`config.mk`:
```
export PLATFORM = sky130hd
export DESIGN_NAME = alu_seq
export DESIGN_NICKNAME = d
export VERILOG_FILES = /design/src/rtl/alu_seq.sv
export SDC_FILE = /design/constraint.sdc
export NUM_CORES = 1
export LEC_CHECK = 0
export BUFFER_PORTS_ARGS = -buffer_cell sky130_fd_sc_hd__buf_2
export CAP_MARGIN = 20
export CORE_MARGIN = 5
export CORE_UTILIZATION = 56
export CTS_CLUSTER_DIAMETER = 100
export DETAILED_ROUTE_END_ITERATION = 12
export PLACE_DENSITY = 0.9
export REMOVE_ABC_BUFFERS = 1
export SYNTH_ARGS = -nofsm -noshare
export SYNTH_HDL_FRONTEND = slang
export SYNTH_SLANG_ARGS = --single-unit
```
`constraint.sdc`:
```
create_clock -name clk -period 3.1 [get_ports clk]
set_clock_uncertainty 0.05 [all_clocks]
set_input_delay 0.31 -clock clk [delete_from_list [all_inputs] [get_ports clk]]
set_output_delay 0.31 -clock clk [all_outputs]
set_load 0.02 [all_outputs]
```
`src/rtl/alu_seq.sv`:
```
// alu_seq: handshaked mode-select ALU with iterative shift-add multiply, status flags and op counter
module alu_seq #(
  parameter int WIDTH       = 8,
  parameter int MODE_WIDTH  = 8,
  parameter int DEFAULT_VAL = 42,
  parameter int CNT_WIDTH   = 16
) (
  input  logic                  clk,
  input  logic                  rst,
  input  logic                  in_valid,
  output logic                  in_ready,
  input  logic [WIDTH-1:0]      a_in,
  input  logic [WIDTH-1:0]      b_in,
  input  logic [MODE_WIDTH-1:0] mode_in,
  output logic                  out_valid,
  input  logic                  out_ready,
  output logic [WIDTH-1:0]      c_out,
  output logic                  carry_out,
  output logic                  zero_out,
  output logic                  busy_out,
  output logic [CNT_WIDTH-1:0]  op_count
);
  localparam int CW = $clog2(WIDTH);
  localparam logic [WIDTH-1:0] DEF = WIDTH'(DEFAULT_VAL);
  typedef enum logic [1:0] {IDLE, MUL, DONE} state_t;
  state_t state_q, state_d;
  logic [WIDTH-1:0] c_q, c_d, b_q, b_d, alu_res;
  logic [2*WIDTH-1:0] acc_q, acc_d, mcand_q, mcand_d, prod;
  logic [2*WIDTH-1:0] shl_a, shl_b, shr_a, shr_b;
  logic [WIDTH:0] sum;
  logic [CW-1:0] cnt_q, cnt_d;
  logic [CNT_WIDTH-1:0] op_count_q, op_count_d;
  logic carry_q, carry_d, zero_q, zero_d, alu_carry, a_big, b_big;
  assign sum   = {1'b0, a_in} + {1'b0, b_in};
  assign a_big = 32'(a_in) >= WIDTH;
  assign b_big = 32'(b_in) >= WIDTH;
  // shifting into a double-width window exposes the shifted-out bits in the other half
  assign shl_a = {{WIDTH{1'b0}}, a_in} << b_in;
  assign shl_b = {{WIDTH{1'b0}}, b_in} << a_in;
  assign shr_a = {a_in, {WIDTH{1'b0}}} >> b_in;
  assign shr_b = {b_in, {WIDTH{1'b0}}} >> a_in;
  assign prod  = acc_q + (b_q[0] ? mcand_q : '0);
  always_comb begin
    alu_res   = DEF;
    alu_carry = 1'b0;
    case (mode_in)
      MODE_WIDTH'(0): {alu_carry, alu_res} = sum;
      MODE_WIDTH'(1): begin alu_res = a_in - b_in; alu_carry = a_in < b_in; end
      MODE_WIDTH'(2): begin alu_res = b_in - a_in; alu_carry = b_in < a_in; end
      MODE_WIDTH'(4): begin
        alu_res   = b_big ? '0 : shr_a[2*WIDTH-1:WIDTH];
        alu_carry = b_big ? |a_in : |shr_a[WIDTH-1:0];
      end
      MODE_WIDTH'(5): begin
        alu_res   = b_big ? '0 : shl_a[WIDTH-1:0];
        alu_carry = b_big ? |a_in : |shl_a[2*WIDTH-1:WIDTH];
      end
      MODE_WIDTH'(6): begin
        alu_res   = a_big ? '0 : shr_b[2*WIDTH-1:WIDTH];
        alu_carry = a_big ? |b_in : |shr_b[WIDTH-1:0];
      end
      MODE_WIDTH'(7): begin
        alu_res   = a_big ? '0 : shl_b[WIDTH-1:0];
        alu_carry = a_big ? |b_in : |shl_b[2*WIDTH-1:WIDTH];
      end
      default: ;
    endcase
  end
  always_comb begin
    state_d    = state_q;
    c_d        = c_q;
    carry_d    = carry_q;
    zero_d     = zero_q;
    b_d        = b_q;
    acc_d      = acc_q;
    mcand_d    = mcand_q;
    cnt_d      = cnt_q;
    op_count_d = op_count_q;
    case (state_q)
      IDLE: if (in_valid) begin
        if (mode_in == MODE_WIDTH'(3)) begin
          state_d = MUL;
          acc_d   = '0;
          mcand_d = {{WIDTH{1'b0}}, a_in};
          b_d     = b_in;
          cnt_d   = '0;
        end else begin
          state_d = DONE;
          c_d     = alu_res;
          carry_d = alu_carry;
          zero_d  = alu_res == '0;
        end
      end
      MUL: begin
        acc_d   = prod;
        mcand_d = mcand_q << 1;
        b_d     = b_q >> 1;
        cnt_d   = cnt_q + 1'b1;
        if (cnt_q == CW'(WIDTH-1)) begin
          state_d = DONE;
          c_d     = prod[WIDTH-1:0];
          carry_d = |prod[2*WIDTH-1:WIDTH];
          zero_d  = prod[WIDTH-1:0] == '0;
        end
      end
      DONE: if (out_ready) begin
        state_d    = IDLE;
        op_count_d = op_count_q + 1'b1;
      end
      default: state_d = IDLE;
    endcase
  end
  always_ff @(posedge clk or posedge rst) begin
    if (rst) begin
      state_q    <= IDLE;
      c_q        <= '0;
      carry_q    <= 1'b0;
      zero_q     <= 1'b1;
      b_q        <= '0;
      acc_q      <= '0;
      mcand_q    <= '0;
      cnt_q      <= '0;
      op_count_q <= '0;
    end else begin
      state_q    <= state_d;
      c_q        <= c_d;
      carry_q    <= carry_d;
      zero_q     <= zero_d;
      b_q        <= b_d;
      acc_q      <= acc_d;
      mcand_q    <= mcand_d;
      cnt_q      <= cnt_d;
      op_count_q <= op_count_d;
    end
  end
  assign in_ready  = state_q == IDLE;
  assign out_valid = state_q == DONE;
  assign busy_out  = state_q == MUL;
  assign c_out     = c_q;
  assign carry_out = carry_q;
  assign zero_out  = zero_q;
  assign op_count  = op_count_q;
endmodule

```
==> flow_summary_export.csv <==
group,metric,value,unit
routing,vias,7031,
power_and_ir_drop,peakVddDrop,0.000300,V
worst_setup_path,critPathSlowestCell,"dfrtp_2",
synthesis,synth_cells,801,
synthesis,yosysMostFrequentCell,"nand2_1",
routing,wire_per_inst,21.3,um
worst_setup_path,crit_family,"compound AO/OA/AOI/OAI gates",
cells_and_area,layout-drive-gt1-share,22.2,%
clocking,clk_pin_slew,60,ps
routing,antenna_left,0,
synthesis,synth_cell_types,77,
placement,hpwl,15800,um
hold_path,holdCritPathClass,"in2reg",
global_route,antenna_found_initial,0,
worst_setup_path,arrival,3270,ps
power_and_ir_drop,power.internal,1.94,mW
sta,slew_violations,0,
sta,clock.fmax,0.324,GHz
worst_setup_path,ff2ff_path_depth,12,
synthesis,synthTopCellsByArea,"dfrtp_1 26%, ha_1 7.9%, nand2_1 4.8%, nor2_1 4.0%, mux4_2 4.0%",
global_route,grt_pass1_wl,33700,um
clocking,cts_buffers,9,
placement,io_buffers,56,
synthesis,post-synth-top-area-fraction,26.2,%
global_route,grt_pass1_vias,6461,
worst_setup_path,required,3280,ps
flow_run,maxCapViolations,0,
synthesis,ys_seq_area_share,26.6,%
cells_and_area,diodes,0,
synthesis,synth_commonest_cells,"85 x nand2_1, 72 x nor2_1, 70 x dfrtp_1, 47 x clkbuf_1, 42 x ha_1",
routing,drt_iter0_drc,1085,
clocking,tritoncts,"done",
floorplanning,die_x,119,um
cells_and_area,areaGrowthSynthToFinish,18.0,%
synthesis,ys.warnings.count,0,
sta,tightest_slew,814,ps
clocking,cts_buffer_depth,2,
cells_and_area,fin_util,68.1,%
worst_setup_path,crit_cells,12,
floorplanning,fp-row-count,39,
clocking,clk_latency,340,ps
worst_setup_path,critical-path-max-stage-delay,440,ps
floorplanning,die-area,14200,um^2
power_and_ir_drop,powerDensity,378,nW/um^2
synthesis,synth-edff-count,0,
routing,routed_via_density,6.80,
worst_setup_path,cp-startpoint,"b_q[0]$_DFFE_PP0P_",
clocking,cts-root-buf,"clkbuf_16",
power_and_ir_drop,seqPwrFrac,37.6,%
clocking,htree_num_levels,3,
clocking,numClockSinks,71,
worst_setup_path,cp-endpoint,"carry_out$_DFFE_PP0P_",
worst_setup_path,worstPathBufferInverterCount,2,
floorplanning,coreArea,11600,um^2
global_route,grt_overflow_total,0,
floorplanning,die_h,119,um
worst_setup_path,worstSetupPathType,"reg2reg",
global_route,grtUsageTotal,29.3,%
synthesis,ys_ff_latch,71,
synthesis,syn_area,6680,um^2
worst_setup_path,crit_fanout,6,
routing,drc,0,
worst_setup_path,end_kind,"flop",
synthesis,async_reset_ff_share,100,%
power_and_ir_drop,total_power,2.97,mW
sta,fin_crit_sh,99.7,%
synthesis,ys.flop_type,"dfrtp_1",
sta,setup_viol_count_final,0,
outcome,outcome,"completed",
worst_setup_path,r2r_start,"b_q[0]$_DFFE_PP0P_",
power_and_ir_drop,power_frac_comb,29.6,%
synthesis,synth_largest_area_cell,"dfrtp_1",
worst_setup_path,worstPathCellList,"and2_1 -> ha_4 -> and3_1 -> a2111oi_2 -> buf_4 -> a2111oi_2 -> buf_4 -> o2111ai_1 -> nand2_1 -> xnor2_2 -> a211o_1 -> o32a_1",
sta,slew_headroom,44.3,%
power_and_ir_drop,p_sw_share,34.8,%
cells_and_area,nNetsFinal,961,
sta,hold_violations,0,
routing,wirelength,22000,um
power_and_ir_drop,power.share.clock,32.8,%
worst_setup_path,rr_endpoint,"carry_out$_DFFE_PP0P_",
global_route,grt_max_degree,45,
power_and_ir_drop,p_leak,3.55,nW
worst_setup_path,r2r_slack,10,ps
routing,drtPass1Iterations,6,
power_and_ir_drop,p_sw,1.03,mW
synthesis,avgSynthCellArea,8.33,um^2
floorplanning,io_pins,57,
sta,period_needed,3090,ps
floorplanning,start_util,57.7,%
worst_setup_path,worst_setup_path_start_kind,"flop",
placement,gp_congestion,1.10,
final cells by class:
cell class / instances / area, um^2
clock buffers: 10 / 239
fillers: 890 / 3690
inverters: 33 / 124
clock inverters: 5 / 33.8
repair buffers: 134 / 910
well taps: 143 / 179
multi-input cells: 638 / 4610
flip-flops and latches: 71 / 1780
how the worst min path moves through the flow:
stage	slack, ps	start	cells past startpoint	end
6_report	130	out_ready	2	state_q[1]$_DFFE_PP0P_
5_1_grt	140	out_ready	2	state_q[1]$_DFFE_PP0P_
4_1_cts	130	out_ready	2	state_q[1]$_DFFE_PP0P_
3_5_place_dp	200	rst	2	op_count[14]$_DFFE_PP0P_
3_3_place_gp	190	rst	2	op_count[14]$_DFFE_PP0P_
2_1_floorplan	370	out_ready	1	state_q[1]$_DFFE_PP0P_
power groups by stage:
stage                     Combinational (mW)  Sequential, mW  Clock, mW
final                                  0.879            1.12      0.976
after global placement                 0.825            1.12          0
after detailed placement               0.846            1.13          0
after CTS                              0.854            1.12      0.971
after floorplan                        0.429            1.18          0
after global routing                   0.947            1.14       1.02
state kept, by name, indices dropped and copies added, names as in the netlist:
signal / count
zero_out: 1
state_q: 2
cnt_q: 3
c_out: 8
acc_q: 16
op_count: 16
mcand_q: 16
b_q: 8
carry_out: 1
cell usage in the layout, fill, tap and decap left out, drive strengths merged, types with 5 or more instances in the layout:
cell / synthesis / layout
inv: 32 / 33
clkbuf: 47 / 10
o21a: 5 / 5
mux2i: 18 / 18
nor4: 10 / 10
xnor2: 26 / 26
nand2b: 11 / 11
buf: 12 / 133
o211ai: 10 / 10
o2111ai: 5 / 5
nand4: 12 / 12
mux4: 13 / 13
a21o: 11 / 11
a21oi: 39 / 39
dfrtp: 70 / 70
or2: 5 / 5
nand3: 20 / 20
or4: 7 / 7
ha: 42 / 42
nand2: 85 / 85
a22o: 20 / 20
xor2: 10 / 10
and2: 22 / 22
o21ai: 38 / 38
mux2: 7 / 7
nor2: 72 / 72
a221oi: 5 / 5
a31oi: 16 / 16
nor2b: 8 / 8
nor3: 21 / 21
or3: 11 / 11
a211oi: 11 / 11
a211o: 5 / 5
a2111oi: 7 / 7
per-layer routing:
metal | vias up | GRT usage (%) | share of wire, %
li1 | 3124 | - | -
met1 | 3310 | 38.8 | 39
met2 | 483 | 46.6 | 46
met3 | 114 | 6.73 | 11
met4 | 0 | 11.5 | 4.8
met5 | - | 0 | 0
kinds of logic after synthesis:
kind of cell             count (synthesis)  share of synthesized area (%)
AO/OA/AOI/OAI                          218                           23.2
XOR/XNOR                                36                           4.72
adder cells (fa/ha/maj)                 46                           9.07
buffers and inverters                   92                           5.57
flip-flops                              71                           26.6
multiplexers                            38                           8.32
AND/OR/NAND/NOR                        300                           22.5
through the flow:
step	worst slack (ps)	area [um^2]	hold slack (ps)	cells	TNS, ps
floorplan	-21.5	6430	368	742	-21.5
global placement	26.1	7470	192	1014	0
detailed placement	-87.4	7470	198	1014	-87.4
CTS	10.1	7780	133	1031	0
global route	-125	7880	142	1034	-125
finish	9.95	7880	133	1034	0
what timing repair did:
action,4_1_cts,5_1_grt
endpoints found under the setup margin,1,1
gates cloned,0,0
endpoints found under the hold margin,10,0
resized for setup,5,13
pin swaps,4,8
setup buffers,1,3
hold buffers,1,0
(Power assumes the default switching activity.)
